===== config.mk =====
export PLATFORM = sky130hd
export DESIGN_NAME = systolic_sched_ctrl
export DESIGN_NICKNAME = d
export VERILOG_FILES = /design/src/rtl/systolic_pkg.sv /design/src/rtl/systolic_skew_line.sv /design/src/rtl/systolic_sched_ctrl.sv
export SDC_FILE = /design/constraint.sdc
export NUM_CORES = 1
export LEC_CHECK = 0
export ABC_AREA = 1
export CAP_MARGIN = 20
export CORE_UTILIZATION = 26
export CTS_CLUSTER_DIAMETER = 80
export DETAILED_ROUTE_END_ITERATION = 10
export PLACE_DENSITY = 0.5
export RECOVER_POWER = 100
export SLEW_MARGIN = 20
export SYNTH_ARGS = -nofsm -noshare
export SYNTH_HDL_FRONTEND = slang
export SYNTH_HIERARCHICAL = 1
export SYNTH_SLANG_ARGS = --single-unit
export TNS_END_PERCENT = 50

===== constraint.sdc =====
create_clock -name clock_i -period 3.5 [get_ports clock_i]
set_clock_uncertainty 0.05 [all_clocks]
set_input_delay 0.525 -clock clock_i [delete_from_list [all_inputs] [get_ports clock_i]]
set_output_delay 0.525 -clock clock_i [all_outputs]
set_load 0.02 [all_outputs]

===== src/rtl/systolic_pkg.sv =====
// Shared types and constants for the systolic MAC array scheduler.
package systolic_pkg;

  localparam int systolic_size_c = 4;

  typedef logic [7:0]  t_mac_data;
  typedef logic [15:0] t_mac_mul_data;

  typedef enum logic [2:0] {
    IDLE  = 3'd0,
    CLEAR = 3'd1,
    FEED  = 3'd2,
    DRAIN = 3'd3,
    DONE  = 3'd4
  } t_sched_state;

  // Read latency (1) + worst skew (n-1) + propagation (n-1) + MAC register latency.
  function automatic int drain_len_f(input int n, input int mac_lat);
    return 2 * (n - 1) + 1 + mac_lat;
  endfunction

endpackage


===== src/rtl/systolic_skew_line.sv =====
// Zero-filled delay line of DEPTH register stages; DEPTH=0 is a plain wire.
module systolic_skew_line #(
  parameter int DEPTH = 0,
  parameter int W     = 8
) (
  input  logic         clock_i,
  input  logic         resetn_i,
  input  logic [W-1:0] din,
  output logic [W-1:0] dout
);

  if (DEPTH == 0) begin : g_wire
    logic unused_clk_rst;
    assign unused_clk_rst = clock_i ^ resetn_i;
    assign dout = din;
  end else begin : g_regs
    logic [W-1:0] stage_q [DEPTH];

    always_ff @(posedge clock_i or negedge resetn_i) begin
      if (!resetn_i) begin
        for (int i = 0; i < DEPTH; i++) stage_q[i] <= '0;
      end else begin
        stage_q[0] <= din;
        for (int i = 1; i < DEPTH; i++) stage_q[i] <= stage_q[i-1];
      end
    end

    assign dout = stage_q[DEPTH-1];
  end

endmodule


===== src/rtl/systolic_sched_ctrl.sv =====
// Tile sequencer for the N x N output-stationary MAC array: clear, feed K skewed
// operand pairs, drain, pulse done. Optional SYSTOLIC_PERF_CNT_EN adds cycles_o.
module systolic_sched_ctrl
  import systolic_pkg::*;
#(
  parameter  int MAX_K_P   = 256,
  parameter  int MAC_LAT_P = 1,
  localparam int K_W       = $clog2(MAX_K_P + 1),
  localparam int N         = systolic_size_c,
  localparam int W         = $bits(t_mac_data)
) (
  input  logic             clock_i,
  input  logic             resetn_i,
  input  logic             start_i,
  input  logic [K_W-1:0]   k_len_i,
  output logic             busy_o,
  output logic             done_o,
  output logic             mem_rd_en_o,
  output logic [K_W-1:0]   mem_rd_addr_o,
  input  logic [N*W-1:0]   a_col_i,
  input  logic [N*W-1:0]   b_row_i,
  output logic             mac_clear_o,
  output logic [N*W-1:0]   a_rows_o,
  output logic [N*W-1:0]   b_columns_o,
`ifdef SYSTOLIC_PERF_CNT_EN
  output logic [31:0]      cycles_o,
`endif
  output logic [2:0]       dbg_state_o
);

  localparam int DRAIN_C = drain_len_f(N, MAC_LAT_P);
  localparam int D_W     = $clog2(DRAIN_C + 1);
  localparam int CNT_W   = (K_W > D_W) ? K_W : D_W;
  localparam logic [CNT_W-1:0] DRAIN_LAST = CNT_W'(DRAIN_C - 1);

  // Handshake: start_i is a request taken only while IDLE (no ready/queueing);
  // done_o is a single-cycle completion pulse with no acknowledge.

  t_sched_state     state_q, state_d;
  logic [CNT_W-1:0] cnt_q, cnt_d;
  logic [K_W-1:0]   k_q, k_d;
  logic [K_W-1:0]   k_sat;
  logic [CNT_W-1:0] k_last;
  logic             rd_valid_q;

  assign k_sat  = (k_len_i > K_W'(MAX_K_P)) ? K_W'(MAX_K_P) : k_len_i;
  assign k_last = CNT_W'(k_q) - CNT_W'(1);

  always_ff @(posedge clock_i or negedge resetn_i) begin
    if (!resetn_i) begin
      state_q    <= IDLE;
      cnt_q      <= '0;
      k_q        <= '0;
      rd_valid_q <= 1'b0;
    end else begin
      state_q    <= state_d;
      cnt_q      <= cnt_d;
      k_q        <= k_d;
      rd_valid_q <= mem_rd_en_o;
    end
  end

  always_comb begin
    state_d = state_q;
    cnt_d   = cnt_q;
    k_d     = k_q;
    case (state_q)
      IDLE: begin
        if (start_i) begin
          state_d = CLEAR;
          k_d     = k_sat;
        end
      end
      CLEAR: begin
        cnt_d   = '0;
        state_d = (k_q == '0) ? DONE : FEED;
      end
      FEED: begin
        if (cnt_q == k_last) begin
          cnt_d   = '0;
          state_d = DRAIN;
        end else begin
          cnt_d = cnt_q + CNT_W'(1);
        end
      end
      DRAIN: begin
        if (cnt_q == DRAIN_LAST) begin
          cnt_d   = '0;
          state_d = DONE;
        end else begin
          cnt_d = cnt_q + CNT_W'(1);
        end
      end
      DONE:    state_d = IDLE;
      default: state_d = IDLE;
    endcase
  end

  assign busy_o        = (state_q != IDLE);
  assign done_o        = (state_q == DONE);
  assign mac_clear_o   = (state_q == CLEAR);
  assign mem_rd_en_o   = (state_q == FEED);
  assign mem_rd_addr_o = mem_rd_en_o ? cnt_q[K_W-1:0] : '0;
  assign dbg_state_o   = state_q;

  // Lane g of each operand is delayed g cycles; returned data is gated by the
  // delayed read strobe so idle cycles inject zeros.
  for (genvar g = 0; g < N; g++) begin : g_lane
    systolic_skew_line #(.DEPTH(g), .W(W)) u_skew_a (
      .clock_i  (clock_i),
      .resetn_i (resetn_i),
      .din      (rd_valid_q ? a_col_i[g*W +: W] : {W{1'b0}}),
      .dout     (a_rows_o[g*W +: W])
    );
    systolic_skew_line #(.DEPTH(g), .W(W)) u_skew_b (
      .clock_i  (clock_i),
      .resetn_i (resetn_i),
      .din      (rd_valid_q ? b_row_i[g*W +: W] : {W{1'b0}}),
      .dout     (b_columns_o[g*W +: W])
    );
  end

`ifdef SYSTOLIC_PERF_CNT_EN
  logic [31:0] perf_cnt_q;

  always_ff @(posedge clock_i or negedge resetn_i) begin
    if (!resetn_i) begin
      perf_cnt_q <= '0;
      cycles_o   <= '0;
    end else begin
      perf_cnt_q <= (state_q == IDLE) ? 32'd0 : perf_cnt_q + 32'd1;
      if (state_q == DONE) cycles_o <= perf_cnt_q + 32'd1;
    end
  end
`endif

endmodule


==> flow_metrics.py <==
metrics = {
    "cts": {
        "clockBufferDepth": 2,
        "clkLatencyLatePin_ns": 0.40,
        "cts_resized": 0,
        "clock-sinks": 118,
        "root_buffer": "clkbuf_16",
        "hold_buffers": 0,
        "numCtsBuffers": 17,
        "htree_levels": 4,
        "cts_setup_buffers": 0,
        "cts_tree": "done",
        "path_clk_slew_ns": 0.05,
    },
    "power": {
        "finalPower_mw": 5.46,
        "p_per_area_nw_per_um2": 805,
        "leakagePower_nw": 3.77,
        "worst_ir_drop_vdd_mv": 0.305,
    },
    "setup_path": {
        "path_delay_family": "buffers and inverters",
        "end_kind": "output port",
        "crit_chain": "nor2_1 -> nand2_1 -> inv_1 -> dlygate4sd3_1",
        "required_ns": 2.92,
        "cp.buffers_inverters": 2,
        "max_stage_delay_ns": 0.70,
        "cp_data_arrival_time_ns": 2.15,
        "criticalPathCategory": "reg -> out",
        "critPathLaunchType": "flop",
        "crit_fanout": 10,
        "critPathSlowestCell": "dlygate4sd3_1",
    },
    "synth": {
        "ys_ff_latch": 118,
        "syn_inst": 485,
        "yosysTopAreaCell": "dfrtp_1",
        "syn_nets": 563,
        "syn_area_um2": 4720,
        "synthFlopType": "dfrtp_1",
        "yosysSeqAreaShare": 0.626,
        "yosys.area.top_type_share": 0.626,
        "yosysMostFrequentCell": "nand2_1",
        "synth-async-reset-ratio": 1.00,
        "synth_edf_count": 0,
        "yosys-top-cells-count": "nand2_1, dfrtp_1, inv_1, buf_4, nor2_1",
        "synth.distinct_cells": 27,
        "yosys_warnings": 6,
        "synth_area_per_cell_um2": 9.72,
        "synth_top_cells_by_area": "dfrtp_1, nand2_1, buf_4",
    },
    "cells_and_area": {
        "final_util": 0.388,
        "fillers": 1710,
        "fin_cells": 838,
        "fin_nets": 681,
        "antenna_cells": 0,
        "drive_gt1_frac": 0.0604,
        "area_delta_synth_final_pct": 43.7,
        "stdcell_area_um2": 6780,
    },
    "drt": {
        "via_count": 3271,
        "firstDrtPassIters": 6,
        "drc": 0,
        "vias_per_cell": 3.90,
        "wl_per_cell_um": 11.8,
        "ant_nets": 0,
        "wl_mm": 9.89,
        "drtIter0Drc": 148,
    },
    "floorplan": {
        "die_area_um2": 18700,
        "dieHeight_um": 137,
        "io_pins": 156,
        "initial_core_util": 0.270,
        "coreArea_um2": 17500,
        "die_w_um": 137,
        "rows": 48,
    },
    "placement": {
        "portBuffers": 155,
        "placed_cell_area_um2": 6170,
        "placedCellCount": 809,
        "place_hpwl_mm": 7.32,
        "routabilityCongestion": 0.809,
        "post-place-ws_ns": 1.15,
    },
    "timing": {
        "worst_slack_ns": 0.773,
        "whs_ns": 0.293,
        "timing.final.crit_share": 0.779,
        "slew_violations": 65,
        "timing.fmax_ghz": 0.367,
        "worstMarginPinSlew_ns": 1.60,
        "min_period_ns": 2.73,
        "slew_headroom": -0.0665,
        "hold_viol_final": 0,
        "rsz0062_at_grt": "false",
        "setup_viol_count_final": 0,
        "finalSetupTns_ns": 0,
    },
    "grt": {
        "grt_pass1_wl_mm": 16.5,
        "first_global_vias": 3477,
        "grt.overflow.total": 0,
        "grt_usage": 0.120,
        "antenna_found_initial": 0,
        "grt_max_degree": 66,
    },
    "hold_path": {
        "hold_path_class": "reg -> reg",
    },
    "outcome": {
        "violations": "capacitance limit, slew limit",
        "status": "complete, but fails checks",
    },
    "run": {
        "max_cap_violations": 1,
    },
}
worst paths after layout:
check,slack [ns],cells past startpoint,to,start
setup / recovery,0.77,4,mem_rd_en_o,dbg_state_o[0]$_DFFE_PN0P_
hold / removal,0.29,0,g_lane[3].u_skew_a/dout[6]$_DFF_PN0_,g_lane[3].u_skew_a/g_regs.stage_q[14]$_DFF_PN0_
setup reg to reg,1.29,13,cnt_q[5]$_DFFE_PN0P_,k_q[0]$_DFFE_PN0P_
hold reg to reg,0.29,0,g_lane[3].u_skew_a/dout[6]$_DFF_PN0_,g_lane[3].u_skew_a/g_regs.stage_q[14]$_DFF_PN0_
max in group asynchronous,1.85,1,rd_valid_q$_DFF_PN0_,resetn_i
min in group asynchronous,0.48,1,g_lane[1].u_skew_a/dout[1]$_DFF_PN0_,resetn_i
layer usage:
| metal | wire (um) | GRT usage | vias to the layer above | part of all wire |
|---|---|---|---|---|
| met5 | 0 | 0 | - | 0 |
| met4 | 249 | 0.0630 | 0 | 0.025 |
| met3 | 842 | 0.0470 | 15 | 0.085 |
| met2 | 4770 | 0.191 | 135 | 0.48 |
| met1 | 4020 | 0.138 | 1508 | 0.41 |
| li1 | - | - | 1613 | - |
kinds of logic after synthesis:
group | after synthesis | synth area share
AOI/OAI and AO/OA | 16 | 0.0175
xor gates and xnor gates | 13 | 0.0273
adders and majority gates | 2 | 0.00531
buffers and inverters | 151 | 0.159
DFF | 118 | 0.626
and+or+nand+nor | 185 | 0.165
where the power goes:
part           leakage, nW  internal (mW)  switching [mW]
Combinational         1.92          0.669            1.05
Sequential            1.55           1.73           0.206
Clock                0.297           1.23           0.568
Total                 3.77           3.64            1.82
registers in the layout (all words and copies together) (netlist names):
name                            flops
dbg_state_o                         3
g_lane.u_skew_b/dout               24
cnt_q                               9
g_lane.u_skew_a/dout               24
g_lane.u_skew_a/g_regs.stage_q     24
k_q                                 9
rd_valid_q                          1
g_lane.u_skew_b/g_regs.stage_q     24
cells in the final DEF (no fill, tap or decap), drive strengths merged:
cell type	count
a21oi	2
and2	1
buf	1
bufinv	4
clkbuf	23
clkdlybuf4s50	74
clkinv	2
clkinvlp	2
dfrtp	118
dlygate4sd3	80
ha	2
inv	93
nand2	124
nand3	20
nand4	3
nor2	29
nor3	5
nor4	3
o211ai	1
o21ai	13
xnor2	2
xor2	10
xor3	1
area by class of cell:
cell class | count | area [um2] | area share
timing repair buffer | 157 | 1570 | 0.232
multi-input combinational | 216 | 1000 | 0.148
sequential | 118 | 2950 | 0.436
clock inverter | 8 | 149 | 0.0220
clock buffer | 21 | 470 | 0.0694
inverter | 93 | 349 | 0.0515
tap | 225 | 282 | 0.0415
Power figures use the tool's default switching activity.
